==> config.mk <==
export PLATFORM = sky130hd
export DESIGN_NAME = instr_fetch_unit_flat
export DESIGN_NICKNAME = d
export VERILOG_FILES = /design/src/rtl/instr_fetch_unit_if.sv /design/src/rtl/instr_fetch_unit.sv /design/src/flat_wrapper.sv
export SDC_FILE = /design/constraint.sdc
export NUM_CORES = 1
export LEC_CHECK = 0
export ABC_CLOCK_PERIOD_IN_PS = 3600
export CAP_MARGIN = 5
export CORE_ASPECT_RATIO = 0.8
export CORE_MARGIN = 2
export CORE_UTILIZATION = 55
export DETAILED_ROUTE_END_ITERATION = 16
export PLACE_DENSITY = 0.79
export SYNTH_ARGS = -nofsm -noshare
export SYNTH_HDL_FRONTEND = slang
export SYNTH_SLANG_ARGS = --single-unit
==> constraint.sdc <==
create_clock -name clk -period 3.6 [get_ports clk]
set_input_delay 0.9 -clock clk [delete_from_list [all_inputs] [get_ports clk]]
set_output_delay 0.9 -clock clk [all_outputs]
set_load 0.02 [all_outputs]
==> src/rtl/instr_fetch_unit_if.sv <==
// Bundle for the fetch unit: the core-side instruction handshake and
// redirect/halt controls, plus the instruction-memory req/ack bus.
interface instr_fetch_unit_if;
   logic        redirect;
   logic [31:0] redirect_pc;
   logic        halt;
   logic        instr_ready;
   logic        instr_valid;
   logic [31:0] instr;
   logic [31:0] instr_pc;
   logic        mem_req;
   logic [31:0] mem_addr;
   logic        mem_ack;
   logic [31:0] mem_rdata;
   logic        misaligned_err;

   // Fetch unit view: drives memory requests and the instruction stream.
   modport master (
      input  redirect, redirect_pc, halt, instr_ready, mem_ack, mem_rdata,
      output instr_valid, instr, instr_pc, mem_req, mem_addr, misaligned_err
   );

   // Core plus memory view.
   modport slave (
      output redirect, redirect_pc, halt, instr_ready, mem_ack, mem_rdata,
      input  instr_valid, instr, instr_pc, mem_req, mem_addr, misaligned_err
   );
endinterface

==> src/rtl/instr_fetch_unit.sv <==
// Instruction fetch unit: prefetches words over a req/ack memory bus into a
// small PC-tagged FIFO and hands them to the core through valid/ready.
module instr_fetch_unit #(
   parameter logic [31:0] RESET_PC   = 32'h0000_0000,
   parameter int          FIFO_DEPTH = 4
) (
   input  logic                clk,
   input  logic                reset,
   instr_fetch_unit_if.master  bus
);

   localparam int PtrW = (FIFO_DEPTH > 2) ? $clog2(FIFO_DEPTH) : 1;
   localparam int CntW = PtrW + 1;
   localparam logic [CntW-1:0] DepthC = CntW'(FIFO_DEPTH);

   typedef enum logic [1:0] {IDLE, REQ, DRAIN} FetchState;

   FetchState         state, stateNext;
   logic [PtrW-1:0]   rdPtr, wrPtr;
   logic [CntW-1:0]   count, countNext;
   logic [31:0]       pcMem   [FIFO_DEPTH];
   logic [31:0]       wordMem [FIFO_DEPTH];
   logic [31:0]       fetchPc, fetchPcNext, reqAddr;
   logic              errFlag;
   logic              push, pop, issue, room, headValid;

   assign headValid = (count != '0);
   assign push      = (state == REQ) && bus.mem_ack && !bus.redirect;
   assign pop       = headValid && bus.instr_ready && !bus.redirect;

   // Occupancy after this cycle's push/pop; a redirect flushes everything.
   always_comb begin
      countNext = count + CntW'(push) - CntW'(pop);
      if (bus.redirect) begin
         countNext = '0;
      end
   end

   assign room = (countNext < DepthC);

   always_comb begin
      fetchPcNext = fetchPc;
      if (bus.redirect) begin
         fetchPcNext = {bus.redirect_pc[31:2], 2'b00};
      end else if (push) begin
         fetchPcNext = fetchPc + 32'd4;
      end
   end

   // Issue is only allowed when the word it will return is guaranteed a slot.
   always_comb begin
      stateNext = state;
      issue     = 1'b0;
      case (state)
         IDLE: begin
            if (!bus.halt && !bus.redirect && room) begin
               stateNext = REQ;
               issue     = 1'b1;
            end
         end
         REQ: begin
            if (bus.mem_ack) begin
               if (!bus.redirect && !bus.halt && room) begin
                  issue = 1'b1;
               end else begin
                  stateNext = IDLE;
               end
            end else if (bus.redirect) begin
               stateNext = DRAIN;
            end
         end
         DRAIN: begin
            if (bus.mem_ack) begin
               stateNext = IDLE;
            end
         end
         default: stateNext = IDLE;
      endcase
   end

   always_ff @(posedge clk or posedge reset) begin
      if (reset) begin
         state   <= IDLE;
         fetchPc <= RESET_PC;
         reqAddr <= RESET_PC;
         count   <= '0;
         rdPtr   <= '0;
         wrPtr   <= '0;
         errFlag <= 1'b0;
      end else begin
         state   <= stateNext;
         fetchPc <= fetchPcNext;
         count   <= countNext;
         if (issue) begin
            reqAddr <= fetchPcNext;
         end
         if (bus.redirect) begin
            rdPtr <= '0;
            wrPtr <= '0;
            if (bus.redirect_pc[1:0] != 2'b00) begin
               errFlag <= 1'b1;
            end
         end else begin
            if (push) begin
               wrPtr <= wrPtr + PtrW'(1);
            end
            if (pop) begin
               rdPtr <= rdPtr + PtrW'(1);
            end
         end
      end
   end

   // Storage needs no reset: entries are only visible while count covers them.
   always_ff @(posedge clk) begin
      if (push) begin
         pcMem[wrPtr]   <= reqAddr;
         wordMem[wrPtr] <= bus.mem_rdata;
      end
   end

   assign bus.mem_req        = (state != IDLE);
   assign bus.mem_addr       = reqAddr;
   assign bus.instr_valid    = headValid;
   assign bus.instr          = headValid ? wordMem[rdPtr] : 32'h0;
   assign bus.instr_pc       = headValid ? pcMem[rdPtr]   : 32'h0;
   assign bus.misaligned_err = errFlag;

endmodule

==> src/flat_wrapper.sv <==
// flat-port wrapper written by rule: the top's interface ports become plain ports
module instr_fetch_unit_flat 
#(
   parameter logic [31:0] RESET_PC   = 32'h0000_0000,
   parameter int          FIFO_DEPTH = 4
)
  (clk, reset, bus_redirect, bus_redirect_pc, bus_halt, bus_instr_ready, bus_mem_ack, bus_mem_rdata, bus_instr_valid, bus_instr, bus_instr_pc, bus_mem_req, bus_mem_addr, bus_misaligned_err);
  instr_fetch_unit_if bus_i ();
  input  logic clk;
  input  logic reset;
  input wire logic [$bits(bus_i.redirect)-1:0] bus_redirect;
  input wire logic [$bits(bus_i.redirect_pc)-1:0] bus_redirect_pc;
  input wire logic [$bits(bus_i.halt)-1:0] bus_halt;
  input wire logic [$bits(bus_i.instr_ready)-1:0] bus_instr_ready;
  input wire logic [$bits(bus_i.mem_ack)-1:0] bus_mem_ack;
  input wire logic [$bits(bus_i.mem_rdata)-1:0] bus_mem_rdata;
  output wire logic [$bits(bus_i.instr_valid)-1:0] bus_instr_valid;
  output wire logic [$bits(bus_i.instr)-1:0] bus_instr;
  output wire logic [$bits(bus_i.instr_pc)-1:0] bus_instr_pc;
  output wire logic [$bits(bus_i.mem_req)-1:0] bus_mem_req;
  output wire logic [$bits(bus_i.mem_addr)-1:0] bus_mem_addr;
  output wire logic [$bits(bus_i.misaligned_err)-1:0] bus_misaligned_err;
  assign bus_i.redirect = bus_redirect;
  assign bus_i.redirect_pc = bus_redirect_pc;
  assign bus_i.halt = bus_halt;
  assign bus_i.instr_ready = bus_instr_ready;
  assign bus_i.mem_ack = bus_mem_ack;
  assign bus_i.mem_rdata = bus_mem_rdata;
  assign bus_instr_valid = bus_i.instr_valid;
  assign bus_instr = bus_i.instr;
  assign bus_instr_pc = bus_i.instr_pc;
  assign bus_mem_req = bus_i.mem_req;
  assign bus_mem_addr = bus_i.mem_addr;
  assign bus_misaligned_err = bus_i.misaligned_err;
  instr_fetch_unit #(.RESET_PC(RESET_PC), .FIFO_DEPTH(FIFO_DEPTH)) u_core (.clk(clk), .reset(reset), .bus(bus_i));
endmodule
**After elaboration in Yosys (flattened, before gate mapping)**

Memories as Yosys holds them, arrays and structs flattened.
Cells that the tools add are included.

- Memory bits (writable): 256
- Memories: 2
- Register bits after elaboration: 74
- Output and inout port bits: 99
- Bits in latches: 0
- ROM bits: 0

Memory list:

| memory | words | bits a word | read ports | clocked after memory_dff | write ports | RTL line | RTL |
|---|---|---|---|---|---|---|---|
| u_core.pcMem | 4 | 32 | 1 | 0 | 1 | instr_fetch_unit.sv:21 | `logic [31:0] pcMem [FIFO_DEPTH];` |
| u_core.wordMem | 4 | 32 | 1 | 0 | 1 | instr_fetch_unit.sv:22 | `logic [31:0] wordMem [FIFO_DEPTH];` |

- Reductions and logical operators: 16
- Magnitude comparators: 1
- Multipliers: 0
- Mux-type cells: 20
- Bitwise operators: 0
- Shift operators: 0
- Divide/modulo/power cells: 0
- $add $sub $neg: 5
- Eq/ne operators: 6

Operators by type and width:

| cell | number |
|---|---|
| two-way mux 32 bit | 4 |
| adder 32 x 3 -> 32 bit, second input constant | 1 |
| two-way mux 2 bit | 9 |
| nonzero test 2 bit | 4 |
| logical AND 1 bit | 6 |
| inequality test 3 bit, second input constant | 2 |
| one-hot mux 2 bit (3 select lines) | 1 |
| adder 2 x 1 -> 2 bit, second input constant | 2 |
| two-way mux 1 bit | 4 |
| AND reduction 4 bit | 1 |
| adder 3 x 1 -> 3 bit | 1 |
| < comparator 3 bit, second input constant | 1 |
| two-way mux 3 bit | 1 |
| nonzero test 3 bit | 1 |
| subtractor 3 x 1 -> 3 bit | 1 |
| == test 2 x 1 -> 1 bit, second input constant | 1 |
| == test 2 bit, second input constant | 1 |
| zero test 1 bit | 2 |
| zero test 2 bit | 1 |
| inequality test 2 x 1 -> 1 bit, second input constant | 1 |
| inequality test 2 bit, second input constant | 1 |
| one-hot mux 1 bit (2 select lines) | 1 |
| AND reduction 2 bit | 1 |

**Longest topological paths before layout**

- Depth in word-level cells: 11
- Mapped depth: 15
- Mapped depth without buffers: 13

**Worst setup path after synthesis**

OpenSTA, ideal clock, no wires.

- Path kind: in2reg
- Start point: input bus_redirect
- End point: register u_core.reqAddr[0], in the netlist u_core.bus.mem_addr[0]
- Setup time: 125 ps
- Buffers on the path: 4
- Path slack: -261 ps
- Data arrival time: 3736 ps
- Data required time: 3475 ps
- Stages on the path: 14
- Cell sequence: buf_2 buf_1 buf_1 nor2_1 ha_1 inv_1 ha_1 inv_1 fa_1 xor2_1 xnor2_1 nand4b_2 buf_2 mux2_2

- Longest elaborated chain between the ends: 10
- Elaborated cells between the ends (all ways): 14
- Those cells by class: add/sub (2); order compare (1); mux (6); reduce/logical (5)

Ends and longest elaborated chain:

| what | RTL line | RTL |
|---|---|---|
| start, declared | flat_wrapper.sv:11 | `input wire logic [$bits(bus_i.redirect)-1:0] bus_redirect;` |
| zero test 1 bit | - |  |
| logical AND 1 bit | instr_fetch_unit.sv:28 | `assign push = (state == REQ) && bus.mem_ack && !bus.redirect;` |
| adder 3 x 1 -> 3 bit | instr_fetch_unit.sv:33 | `countNext = count + CntW'(push) - CntW'(pop);` |
| subtractor 3 x 1 -> 3 bit | instr_fetch_unit.sv:33 |  |
| two-way mux 3 bit | instr_fetch_unit.sv:34 | `if (bus.redirect) begin` |
| < comparator 3 bit | instr_fetch_unit.sv:39 | `assign room = (countNext < DepthC);` |
| logical AND 1 bit | instr_fetch_unit.sv:56, instr_fetch_unit.sv:63 |  |
| two-way mux 1 bit | instr_fetch_unit.sv:56, instr_fetch_unit.sv:63 |  |
| two-way mux 1 bit | instr_fetch_unit.sv:62 | `if (bus.mem_ack) begin` |
| one-hot mux 1 bit (2 select lines) | instr_fetch_unit.sv:54 | `case (state)` |
| end signal, assigned | instr_fetch_unit.sv:95 | `reqAddr <= fetchPcNext;` |
| end, declared | instr_fetch_unit.sv:23 | `logic [31:0] fetchPc, fetchPcNext, reqAddr;` |

Several ways; a longest one is shown, not always the timed one.
A chain may end at the register's enable or synchronous reset.

**Worst setup path after layout**

- Start point: register u_core.rdPtr[1]
- End point: output bus_instr_pc[18]

- Longest elaborated chain between the ends: 2

Ends and longest elaborated chain:

| what | RTL line | RTL |
|---|---|---|
| start, declared | instr_fetch_unit.sv:19 | `logic [PtrW-1:0] rdPtr, wrPtr;` |
| start signal, assigned | instr_fetch_unit.sv:108 | `rdPtr <= rdPtr + PtrW'(1);` |
| memory read (4 x 32 bit) | - |  |
| two-way mux 32 bit | instr_fetch_unit.sv:126 | `assign bus.instr_pc = headValid ? pcMem[rdPtr] : 32'h0;` |
| end, declared | flat_wrapper.sv:19 | `output wire logic [$bits(bus_i.instr_pc)-1:0] bus_instr_pc;` |

No other way between the ends.

==> impl_results.md <==
- Worst Hold Launch: u_core.bus.misaligned_err
- Cells after DPL: 1185
- Iteration-0 DRC Markers: 561
- Clk sinks: 330
- R2r setup slk: 0.39 ns
- Final worst-path cycle share: 95.1%
- Area Overhead vs Synth: 25.7%
- Crit-path cells: buf_4 > mux4_2 > and2_1 > clkdlybuf4s50_1
- Vias in the first global route: 7557
- Setup CP Type: reg -> out
- Fillers: 1464
- Number of flops mapped to enable cells by yosys: 256
- Clock Tree Root: clkbuf_16
- Distinct cell type count after synthesis: 37
- Maximum clock frequency: 292 MHz
- Initial antenna violation count: 0
- Port Buffers: 168
- R2r worst-path depth: 13
- Worst hold slack: 0.473 ns
- RSZ-0062 raised after global routing: false
- Total Neg Setup Slack: 0 ns
- Most instantiated library cell after synthesis: edfxtp_1
- CTS tree: built
- Clock Pin Slew Worst Setup and Hold Paths: 0.06 ns
- Status: complete, no violations
- CP max stage cell: dfrtp_4
- CP startpoint kind: register
- Finished Cell Area: 0.0166 mm2
- Critical path arrival: 2.52 ns
- ANT cells: 0
- Sequential share of the synthesized area: 72.4%
- Placement Cell Area: 0.0155 mm2
- Leak: 5.72 nW
- Clock Skews: 0.00912 ns
- Slew @ Worst Pin: 0.889 ns
- Synth Cell Area: 0.0132 mm2
- Critical R2R Capture: u_core.bus.mem_addr[22]
- Sequential cell area: 0.00955 mm2
- Hold Crit Class: reg -> reg
- Top_reg_cell synth: edfxtp_1
- Routed WL per cell: 21.6 um
- Die X: 177 um
- Number of synthesized register bits: 330
- # IOs: 169
- Syn Area/Cell: 18.6 um2
- H-tree levels: 2
- Global-route wire length before repair: 42900 um
- Crit path max fanout: 17
- Gpl congestion: 0.828
- Pwr dens: 708 mW/mm2
- Post-DRT Antenna Nets: 0
- Final-report hold violation count: 0
- WP buf/inv: 2
- Via-to-Cell Ratio: 5.68
- Vias: 7090
- Max incr delay on CP: 0.57 ns
- Initial core utilization: 56.2%
- GRT overflow: 0
- Num rows: 50
- Synth top cells by count: edfxtp_1, dfrtp_1, and2_1
- # setup viols final: 0
- Dpl ws: -0.00326 ns
- Total power: 11.7 mW
- Max-Cap Viols: 0
- Total Routed Length: 27000 um
- Hold Crit Depth: 1
- Hold path endpoint: u_core.bus.misaligned_err
- Multi-input logic area: 0.00348 mm2
- Finished Layout Cells: 1248
- Clock insertion delay at the later pin of the skew report: 0.50 ns
- Main area contributors after synthesis: edfxtp_1, dfrtp_1, mux4_2
- Largest delay contributor family on the critical path: buffers and inverters
- Core area: 0.0235 mm2
- Total Routing Usage GR: 22.4%
- Net count after synthesis: 786
- Fin worst setup slack: 0.177 ns
- Startpoint of the worst register-to-register path: u_core.count[2]
- Drt pass-1 iters: 7
- Period minus WS final: 3.42 ns
- Final net count: 991
- Pin count of the biggest net entering global routing: 67
- Largest area contributor in the synthesized netlist: edfxtp_1
- Crit path depth: 4
- Ys Warns: 0
- Critical Path End Type: output pin
- Synth Instances: 708
- Fin util: 70.6%
- DP HPWL: 17600 um
- FFs w/ async S/R, synth: 22.4%
- Layout cells sized above 1: 22.3%
- Die height: 142 um
- DIE AREA: 0.0252 mm2
- Slew margin rel.: 40.7%
- Worst VDD drop: 0.000359 V
- Worst Path Required: 2.70 ns
- Largest buffer count on any clock path: 3
- Drt drc: 0
- Top-area cell type share of the netlist area: 58.3%
- TritonCTS buffer count: 34
- Slew Viols, Final: 0
==> timing repair <==
item | in CTS | in global routing
setup buffers | 4 | 0
endpoints found under the setup margin | 46 | 5
resized for setup | 0 | 1
pin swaps | 0 | 0
hold buffers | 0 | 0
==> registers in the layout, summed over array words and instances (netlist names) <==
name and cells:
u_core.bus.mem_addr 32, u_core.wrPtr 2, u_core.bus.misaligned_err 1, u_core.rdPtr 2
u_core.pcMem 128, u_core.fetchPc 32, u_core.count 3, u_core.state 2
u_core.wordMem 128
==> power breakdown <==
part / switching (mW) / internal (mW)
Sequential: 0.413 / 4.62
Clock: 1.34 / 1.97
Combinational: 1.63 / 1.76
==> final cells by class <==
| class | count | share of cell area (%) |
|---|---|---|
| sequential | 330 | 57.6 |
| clock inverter | 13 | 0.506 |
| timing repair buffer | 203 | 12.3 |
| tap | 312 | 2.36 |
| clock buffer | 46 | 5.91 |
| inverter | 12 | 0.279 |
| multi-input combinational | 332 | 21.0 |
==> layout by cell type (no fill, tap or decap), types with 11 or more instances in the layout <==
cell | synthesis | layout
and2_1 | 70 | 66
buf_4 | 0 | 26
clkbuf_16 | 0 | 37
clkdlybuf4s50_1 | 0 | 167
dfrtp_1 | 74 | 72
edfxtp_1 | 256 | 256
inv_1 | 12 | 11
mux2_2 | 48 | 48
mux4_2 | 64 | 64
nand2_1 | 23 | 23
nand4_1 | 13 | 13
nor2_1 | 13 | 13
o21ai_0 | 12 | 12
xnor2_1 | 25 | 24
==> how the worst max path moves through the flow <==
| stage | start | endpoint |
|---|---|---|
| after floorplan | bus_redirect | u_core.bus.mem_addr[0] |
| after global placement | bus_instr_ready | u_core.bus.mem_addr[28] |
| after detailed placement | bus_instr_ready | u_core.bus.mem_addr[26] |
| after CTS | u_core.count[2] | bus_instr_pc[6] |
| after global routing | u_core.count[1] | bus_instr_pc[6] |
| final | u_core.rdPtr[1] | bus_instr_pc[18] |
==> routing by layer <==
layer,GRT usage [%],share of wire [%],vias to the layer above
li1,-,-,3149
met5,0,0,-
met2,33.8,46,254
met1,34.3,46,3658
met3,4.67,7.1,29
met4,4.96,1.2,0
==> cells by family (layout without fill, tap and decap cells) <==
group | Yosys count | in the layout | synth area share, %
AOI/OAI and AO/OA | 19 | 19 | 0.740
xor gates and xnor gates | 33 | 33 | 2.19
adders and majority gates | 8 | 8 | 0.816
buffers and inverters | 46 | 274 | 1.43
DFF | 330 | 330 | 72.4
muxes | 113 | 113 | 15.1
and+or+nand+nor | 159 | 159 | 7.35
Note: power is estimated with default switching activity, not from simulation.
